--- src/rtl/risk_pkg.sv ---
// Shared defaults and FSM state type for the Monte Carlo batch statistics finalizer.
package risk_pkg;

  localparam int unsigned ACC_W     = 27;
  localparam int unsigned OUT_W     = 18;
  localparam int unsigned LOG2_N    = 10;
  localparam int unsigned FRAC      = 8;
  localparam int unsigned SQ_CYCLES = OUT_W;

  typedef enum logic [2:0] {
    IDLE,
    MEAN,
    SQUARE,
    VAR,
    DONE
  } stateT;

endpackage

--- src/rtl/seq_mult_u.sv ---
// Unsigned W x W shift-add multiplier: one partial product per clock,
// product valid (done pulse) exactly W clocks after the start edge.
module seq_mult_u
  import risk_pkg::*;
#(
  parameter int unsigned W = SQ_CYCLES
) (
  input  logic           clk,
  input  logic           rstN,
  input  logic           start,
  input  logic [W-1:0]   a,
  input  logic [W-1:0]   b,
  output logic           done,
  output logic [2*W-1:0] product
);

  localparam int unsigned CW = $clog2(W + 1);

  logic [2*W-1:0] aSh;
  logic [W-1:0]   bSh;
  logic [CW-1:0]  cnt;

  always_ff @(posedge clk or negedge rstN) begin
    if (!rstN) begin
      aSh     <= '0;
      bSh     <= '0;
      cnt     <= '0;
      product <= '0;
      done    <= 1'b0;
    end else begin
      done <= 1'b0;
      if (start) begin
        aSh     <= (2*W)'(a);
        bSh     <= b;
        product <= '0;
        cnt     <= CW'(W);
      end else if (cnt != '0) begin
        if (bSh[0]) product <= product + aSh;
        aSh  <= aSh << 1;
        bSh  <= bSh >> 1;
        cnt  <= cnt - CW'(1);
        done <= (cnt == CW'(1));
      end
    end
  end

endmodule

--- src/rtl/risk_stats_finalize.sv ---
// Converts batch accumulators (sum, sum of squares) into mean and clamped
// variance using a single sequential multiplier for mean^2.
module risk_stats_finalize #(
  parameter int unsigned ACC_W  = risk_pkg::ACC_W,
  parameter int unsigned OUT_W  = risk_pkg::OUT_W,
  parameter int unsigned LOG2_N = risk_pkg::LOG2_N,
  parameter int unsigned FRAC   = risk_pkg::FRAC
) (
  input  logic             CLK,
  input  logic             RST_N,
  input  logic             iStart,
  input  logic [ACC_W-1:0] iAcc1,
  input  logic [ACC_W-1:0] iAcc2,
  output logic             oBusy,
  output logic             oValid,
  output logic [OUT_W-1:0] oMean,
  output logic [OUT_W-1:0] oVar,
  output logic             oClamp
);

  import risk_pkg::*;

  localparam int unsigned PW    = 2 * OUT_W;
  localparam int unsigned DW    = PW + 1;
  localparam int unsigned CNT_W = $clog2(OUT_W + 1);
  localparam logic [CNT_W-1:0] SQ_LAST = CNT_W'(OUT_W - 1);

  stateT state, stateNxt;

  logic [ACC_W-1:0] acc1Q, acc2Q;
  logic [OUT_W-1:0] meanQ;
  logic [CNT_W-1:0] sqCnt;

  logic [OUT_W-1:0] meanNow, absMean;
  logic             multStart, multDone;
  logic [PW-1:0]    product;
  logic [DW-1:0]    ex2W, msqW, diff;
  logic             diffNeg, diffOver;
  logic             capture, finish;

  assign meanNow   = OUT_W'($signed(acc1Q) >>> LOG2_N);
  assign absMean   = meanNow[OUT_W-1] ? -meanNow : meanNow;
  assign multStart = (state == MEAN);

  // Both operands are unsigned and fit in DW bits, so the MSB of the
  // difference is a reliable sign.
  assign ex2W     = DW'(acc2Q >> LOG2_N);
  assign msqW     = DW'(product >> FRAC);
  assign diff     = ex2W - msqW;
  assign diffNeg  = diff[DW-1];
  assign diffOver = |diff[PW-1:OUT_W];

  assign capture = iStart && ((state == IDLE) || (state == DONE));
  assign finish  = (state == VAR) && multDone;
  assign oBusy   = (state != IDLE);

  seq_mult_u #(.W(OUT_W)) uMult (
    .clk     (CLK),
    .rstN    (RST_N),
    .start   (multStart),
    .a       (absMean),
    .b       (absMean),
    .done    (multDone),
    .product (product)
  );

  always_ff @(posedge CLK or negedge RST_N) begin
    if (!RST_N) state <= IDLE;
    else        state <= stateNxt;
  end

  always_comb begin
    stateNxt = state;
    unique case (state)
      IDLE:    if (iStart) stateNxt = MEAN;
      MEAN:    stateNxt = SQUARE;
      SQUARE:  if (sqCnt == SQ_LAST) stateNxt = VAR;
      VAR:     if (multDone) stateNxt = DONE;
      DONE:    stateNxt = iStart ? MEAN : IDLE;
      default: stateNxt = IDLE;
    endcase
  end

  always_ff @(posedge CLK or negedge RST_N) begin
    if (!RST_N) begin
      acc1Q  <= '0;
      acc2Q  <= '0;
      meanQ  <= '0;
      sqCnt  <= '0;
      oValid <= 1'b0;
      oMean  <= '0;
      oVar   <= '0;
      oClamp <= 1'b0;
    end else begin
      oValid <= 1'b0;
      if (capture) begin
        acc1Q <= iAcc1;
        acc2Q <= iAcc2;
      end
      if (state == MEAN) begin
        meanQ <= meanNow;
        sqCnt <= '0;
      end
      if (state == SQUARE) sqCnt <= sqCnt + 1'b1;
      if (finish) begin
        oValid <= 1'b1;
        oMean  <= meanQ;
        oClamp <= diffNeg;
        oVar   <= diffNeg ? '0 : (diffOver ? '1 : diff[OUT_W-1:0]);
      end
    end
  end

endmodule
--- config.mk ---
export PLATFORM = sky130hd
export DESIGN_NAME = risk_stats_finalize
export DESIGN_NICKNAME = d
export VERILOG_FILES = /design/src/rtl/risk_pkg.sv /design/src/rtl/seq_mult_u.sv /design/src/rtl/risk_stats_finalize.sv
export SDC_FILE = /design/constraint.sdc
export NUM_CORES = 1
export LEC_CHECK = 0
export BUFFER_PORTS_ARGS = -buffer_cell sky130_fd_sc_hd__buf_2
export CAP_MARGIN = 20
export CORE_AREA = 5 5 188 190
export DETAILED_ROUTE_END_ITERATION = 8
export DIE_AREA = 0 0 193 195
export PLACE_DENSITY = 0.51
export REMOVE_ABC_BUFFERS = 1
export SETUP_SLACK_MARGIN = 0.05
export SYNTH_ARGS = -nofsm -noshare
export SYNTH_HDL_FRONTEND = slang
export SYNTH_SLANG_ARGS = --single-unit
--- constraint.sdc ---
create_clock -name CLK -period 3.7 [get_ports CLK]
set_clock_uncertainty 0.2 [all_clocks]
set_input_delay 0.74 -clock CLK [delete_from_list [all_inputs] [get_ports CLK]]
set_output_delay 0.74 -clock CLK [all_outputs]
set_load 0.1 [all_outputs]
# Word-level counts from Yosys, hierarchy flattened
# Index checks and enable logic that the tools add are counted.
op_classes:
  addsub: 5
  mul: 0
  div: 0
  order_cmp: 0
  n_eq_ne: 9
  n_shift: 0
  muxes: 22
  n_bitwise: 0
  n_reduce_logical: 12
op_table:
  columns: ["op", "count"]
  rows:
  - ["36-bit 2-to-1 mux", 5]
  - ["18-bit 2-to-1 mux", 5]
  - ["36-bit adder", 1]
  - ["17-bit by 28-bit subtractor with 29-bit output", 1]
  - ["5-bit 2-to-1 mux", 4]
  - ["18-bit negator", 1]
  - ["18-bit OR reduction", 1]
  - ["3-bit case mux with 5 select lines", 1]
  - ["3-bit 2-to-1 mux", 3]
  - ["3-bit by 2-bit equality test with 1-bit output (second input constant)", 2]
  - ["2-bit nonzero test", 3]
  - ["5-bit by 1-bit adder with 5-bit output (second input constant)", 1]
  - ["5-bit by 1-bit equality test with 1-bit output (second input constant)", 1]
  - ["5-bit equality test (second input constant)", 1]
  - ["5-bit nonzero test", 1]
  - ["5-bit by 1-bit subtractor with 5-bit output (second input constant)", 1]
  - ["1-bit 2-to-1 mux", 4]
  - ["2-bit != test (second input constant)", 2]
  - ["3-bit by 1-bit equality test with 1-bit output (second input constant)", 1]
  - ["3-bit equality test (second input constant)", 1]
  - ["3-bit logical NOT", 1]
  - ["3-bit AND reduction", 1]
  - ["3-bit nonzero test", 1]
  - ["1-bit logical AND", 2]
  - ["other kinds (3)", 3]
totals:
  reg_bits: 212
  latch_bits: 0
  mem_bits_rw: 0
  romBits: 0
  inputBits: 57
  output_inout_bits: 39
  word_cells: 62
  n_memories: 0

# Logic depth before layout (Yosys ltp)
logic_depth:
  ltp_word: 4
  ltp_mapped: 13
  mapped_depth_nobuf: 12

# Modules after synthesis
# A second synthesis with hierarchy kept.
hier_totals:
  cells_unflattened: 1215
  hier_area_um2: 11046.8
by_module_without_submodules:
  columns: ["mod", "n_inst", "cells_each", "area_per_inst_um2", "seq_area_each_um2"]
  rows:
  - ["seq_mult_u", 1, 697, 5938.2, 2402.3]
  - ["risk_stats_finalize", 1, 518, 5108.6, 2402.3]

# Least setup slack after synthesis
# OpenSTA, ideal clock, no wires.
synth_timing:
  path_type: "reg-to-reg"
  from: "register uMult.product[8]"
  to: "register oVar[13]"
  setup_time_ns: 0.095
  t_arrival_ns: 2.711
  required_ns: 3.405
  slack_ns: 0.694
  stages_incl_launch_ff: 13
  n_path_buf: 1
  period_less_slack_ns: 3.006
  path_cell_list: "dfrtp_1 -> ha_1 -> fa_1 -> nand2b_1 -> a21boi_2 -> o21ai_1 -> a21oi_1 -> nand4_1 -> a21bo_1 -> a21oi_1 -> o2111ai_2 -> buf_6 -> o31ai_1"
synth_via:
  elab_chain_len: 4
synth_lines:
  columns: ["item", "line_no", "text"]
  rows:
  - ["from (decl)", "seq_mult_u.sv:14", "output logic [2*W-1:0] product"]
  - ["from (signal assigned)", "seq_mult_u.sv:38", "if (bSh[0]) product <= product + aSh;"]
  - ["17-bit by 28-bit subtractor with 29-bit output (*)", "risk_stats_finalize.sv:49", "assign diff = ex2W - msqW;"]
  - ["18-bit OR reduction", "risk_stats_finalize.sv:51", "assign diffOver = |diff[PW-1:OUT_W];"]
  - ["18-bit 2-to-1 mux", "risk_stats_finalize.sv:109", "oVar <= diffNeg ? '0 : (diffOver ? '1 : diff[OUT_W-1:0]);"]
  - ["18-bit 2-to-1 mux (*)", "risk_stats_finalize.sv:109", null]
  - ["to (signal assigned)", "risk_stats_finalize.sv:109", null]
  - ["to (decl)", "risk_stats_finalize.sv:17", "output logic [OUT_W-1:0] oVar,"]
# Every way passes the cells marked *; elsewhere a longest branch is shown, timed or not.
# A chain may end at the register's enable or synchronous reset.

# Worst setup path in the final report
layout_timing:
  from: "register uMult.product[8]"
  to: "register oClamp"
layout_via:
  elab_chain_len: 1
layout_lines:
  columns: ["item", "line_no", "text"]
  rows:
  - ["17-bit by 28-bit subtractor with 29-bit output", "risk_stats_finalize.sv:49", null]
  - ["to (signal assigned)", "risk_stats_finalize.sv:108", "oClamp <= diffNeg;"]
  - ["to (decl)", "risk_stats_finalize.sv:18", "output logic oClamp"]
# Every way passes these cells.

==> impl_metrics.yaml <==
run_status:
  status: "finished, final reports clean"
die:
  dieArea_mm2: 0.0376
  die_w_um: 193
  die_h_um: 195
  start_util: 0.318
  core.rowCount: 67
  num_io_pins: 96
  coreArea_mm2: 0.0333
timing:
  rsz0062_at_grt: "no"
  whs_ns: 0.0469
  setup_viol: 0
  maxSlewHeadroom: 0.315
  hold_viol: 0
  layout_setup_ws_ns: 0.275
  worst_pin_slew_ns: 1.02
  finalCritPeriodShare: 0.926
  fin_setup_tns_ns: 0
  period_needed_ns: 3.43
  timing.final.max_slew_violations: 0
  fmax_ghz: 0.292
clocking:
  path_clk_slew_ns: 0.07
  cts_buffers: 17
  htree_levels: 4
  cts_tree: "yes"
  clockBufferDepth: 2
  ctsRootBufferMaster: "clkbuf_16"
  clock-sinks: 192
  ctsHoldBuffers: 0
  insertion_delay_ns: 0.45
  post_cts_buffers: 0
synth:
  ys_warn_count: 0
  synth_cells: 1165
  synth_xor_area_frac: 0.0456
  yosysUniqueCellTypes: 66
  synth.top_cells.by_count: "nand2_1, dfrtp_1, a21oi_1, ha_1, o21ai_0"
  synth_enable_flop_cells: 0
  ys.flop_type: "dfrtp_1"
  async_flop_share: 1.00
  synthTopCellsByArea: "dfrtp_1, nand2_1, ha_1"
  synth.most_common_cell: "nand2_1"
  yosysSeqAreaShare: 0.454
  synth_compound_gate_area_share: 0.176
  synth_fa_ha_area_frac: 0.0724
  synth_top_family_by_area: "simple AND/OR/NAND/NOR gates"
  yosysTopAreaCell: "dfrtp_1"
  synth-seq-cells: 192
  avgSynthCellArea_um2: 9.08
  synth_top_area_frac: 0.454
  syn_area_mm2: 0.0106
  synthSimpleGateAreaFrac: 0.182
  synthMuxAreaShare: 0.0369
finish:
  regArea_mm2: 0.00480
  final.fill_count: 3423
  nets: 1337
  instances_no_fill: 1681
  antenna_cells: 0
  final_util: 0.361
  stdcell_area_mm2: 0.0120
  area_growth_pct: 13.6
  multi_input_area_mm2: 0.00546
  drive_gt1_frac: 0.144
power_and_ir_drop:
  power_mw: 11.9
  p_per_area_mw_per_mm2: 991
  leakage_nw: 5.69
  vdd_drop_max_uv: 469
critical_path:
  path_max_fanout: 19
  r2r_end: "oClamp"
  critPathBufInv: 1
  path_cells: "ha_1, fa_1, nand2b_1, a21boi_2, o21ai_1, a21oi_1, nand4_1, a21bo_1, a21oi_1, o2111ai_2, buf_4, mux2_2"
  max_stage_delay_ns: 0.43
  rr_startpoint: "uMult.product[8]"
  critPathKind: "register to register"
  cp.required_ns: 3.82
  path_common_cell: "a21oi_1"
  crit_family: "compound AO/OA/AOI/OAI gates"
  regToRegSetupSlack_ns: 0.27
  arrival_ns: 3.55
  slowest_stage: "dfrtp_1"
  crit_path_end_kind: "register"
  rr_worst_depth: 12
  startpoint_type: "register"
route:
  wl_per_cell_um: 14.9
  wl_um: 25100
  viasPerCell: 4.83
  postRouteAntennaNets: 0
  drc: 0
  num_vias: 8123
  drtIter0Drc: 363
  drt_pass1_iterations: 5
grt:
  first_global_vias: 8102
  grt.overflow.total: 0
  antenna_found_initial: 0
  grt_max_degree: 71
  grt_pass1_wl_um: 42500
  track_usage: 0.137
place:
  place_hpwl_um: 17500
  placed_cells: 1649
  dp_slack_ns: 0.251
  gp_congestion: 0.793
  placed_area_mm2: 0.0115
  port-buffer-count: 75
flow_run:
  drv_cap: 0
min_path:
  worstHoldPathType: "input pin to asynchronous set/reset pin"
report_power, final:
group	switching (mW)	internal [mW]	total [mW]
Combinational	3.98	2.43	6.41
Sequential	0.757	2.97	3.73
Clock	0.870	0.891	1.76
worst reg2reg max path, delay by kind of cell, from the launching register on:
kind / cells / cell delay (ns)
compound gates: 6 / 1.08
buf+inv: 1 / 0.26
mux: 1 / 0.28
flops: 1 / 0.43
fa+ha+maj: 2 / 0.61
simple gates: 2 / 0.42
kinds of logic (layout without fill, tap and decap cells):
family                   count (synthesis)  after routing
buffers and inverters                   88            156
flip-flops                             192            192
adder cells (fa/ha/maj)                 60             60
multiplexers                            35             35
AND/OR/NAND/NOR                        448            448
AO/OA/AOI/OAI                          287            287
XOR/XNOR                                55             55
placed cells by master (no fill, tap or decap), types with 8 or more instances in the layout:
cell       synthesis  layout
or3_1              8       8
buf_4              1      16
mux2_2            32      32
o31ai_1           25      25
nand4_1            9       9
a31oi_1           37      37
nand2_1          292     292
nor2b_1           12      12
nand3_1           15      14
nor2_1            55      55
inv_1             31      31
buf_2              0      74
o21bai_1           8       8
and3_1             8       8
clkbuf_16          0      17
o21ai_0           57      57
nor3_1            11      11
nand2b_1          11      11
a21oi_1           67      66
a21o_1            33      33
ha_1              58      58
dfrtp_1          192     192
xnor2_1           36      36
xor2_1            19      19
flip-flops by register name, summed over array words and instances (netlist names):
register / cells
state: 3
sqCnt: 5
oValid: 1
uMult.cnt: 5
oClamp: 1
oMean: 17
acc2Q: 17
acc1Q: 17
uMult.aSh: 36
uMult.product: 36
meanQ: 17
uMult.done: 1
uMult.bSh: 18
oVar: 18
worst max-delay path by stage:
stage | start | end | slack (ns) | cells past startpoint
floorplan | state[0] | uMult.product[35] | -1.67 | 8
global placement | uMult.product[11] | oVar[16] | 0.28 | 11
detailed placement | uMult.product[8] | oVar[16] | 0.25 | 11
CTS | uMult.product[8] | oVar[16] | 0.23 | 11
global route | uMult.product[9] | oVar[16] | 0.06 | 11
finish | uMult.product[8] | oClamp | 0.27 | 12
layer usage:
| layer | part of all wire | vias to the layer above | GRT usage | routed length, µm |
|---|---|---|---|---|
| met5 | 0 | - | 0 | 0 |
| met4 | 0.0087 | 0 | 0.0283 | 218 |
| met3 | 0.034 | 13 | 0.0279 | 857 |
| met2 | 0.45 | 100 | 0.214 | 11400 |
| met1 | 0.50 | 3858 | 0.198 | 12600 |
| li1 | - | 4152 | - | - |
what timing repair did:
| item | in CTS | in global routing |
|---|---|---|
| setup endpoints to repair | 0 | 10 |
| endpoints found under the hold margin | 0 | 0 |
| gates resized for setup | 0 | 2 |
layout make-up:
class | instances | area share
multi-input combinational | 885 | 0.454
clock inverter | 13 | 0.00854
tap | 448 | 0.0467
timing repair buffer | 92 | 0.0437
clock buffer | 19 | 0.0369
inverter | 32 | 0.0100
sequential | 192 | 0.400
No activity file was read; power rests on OpenSTA's default activity.
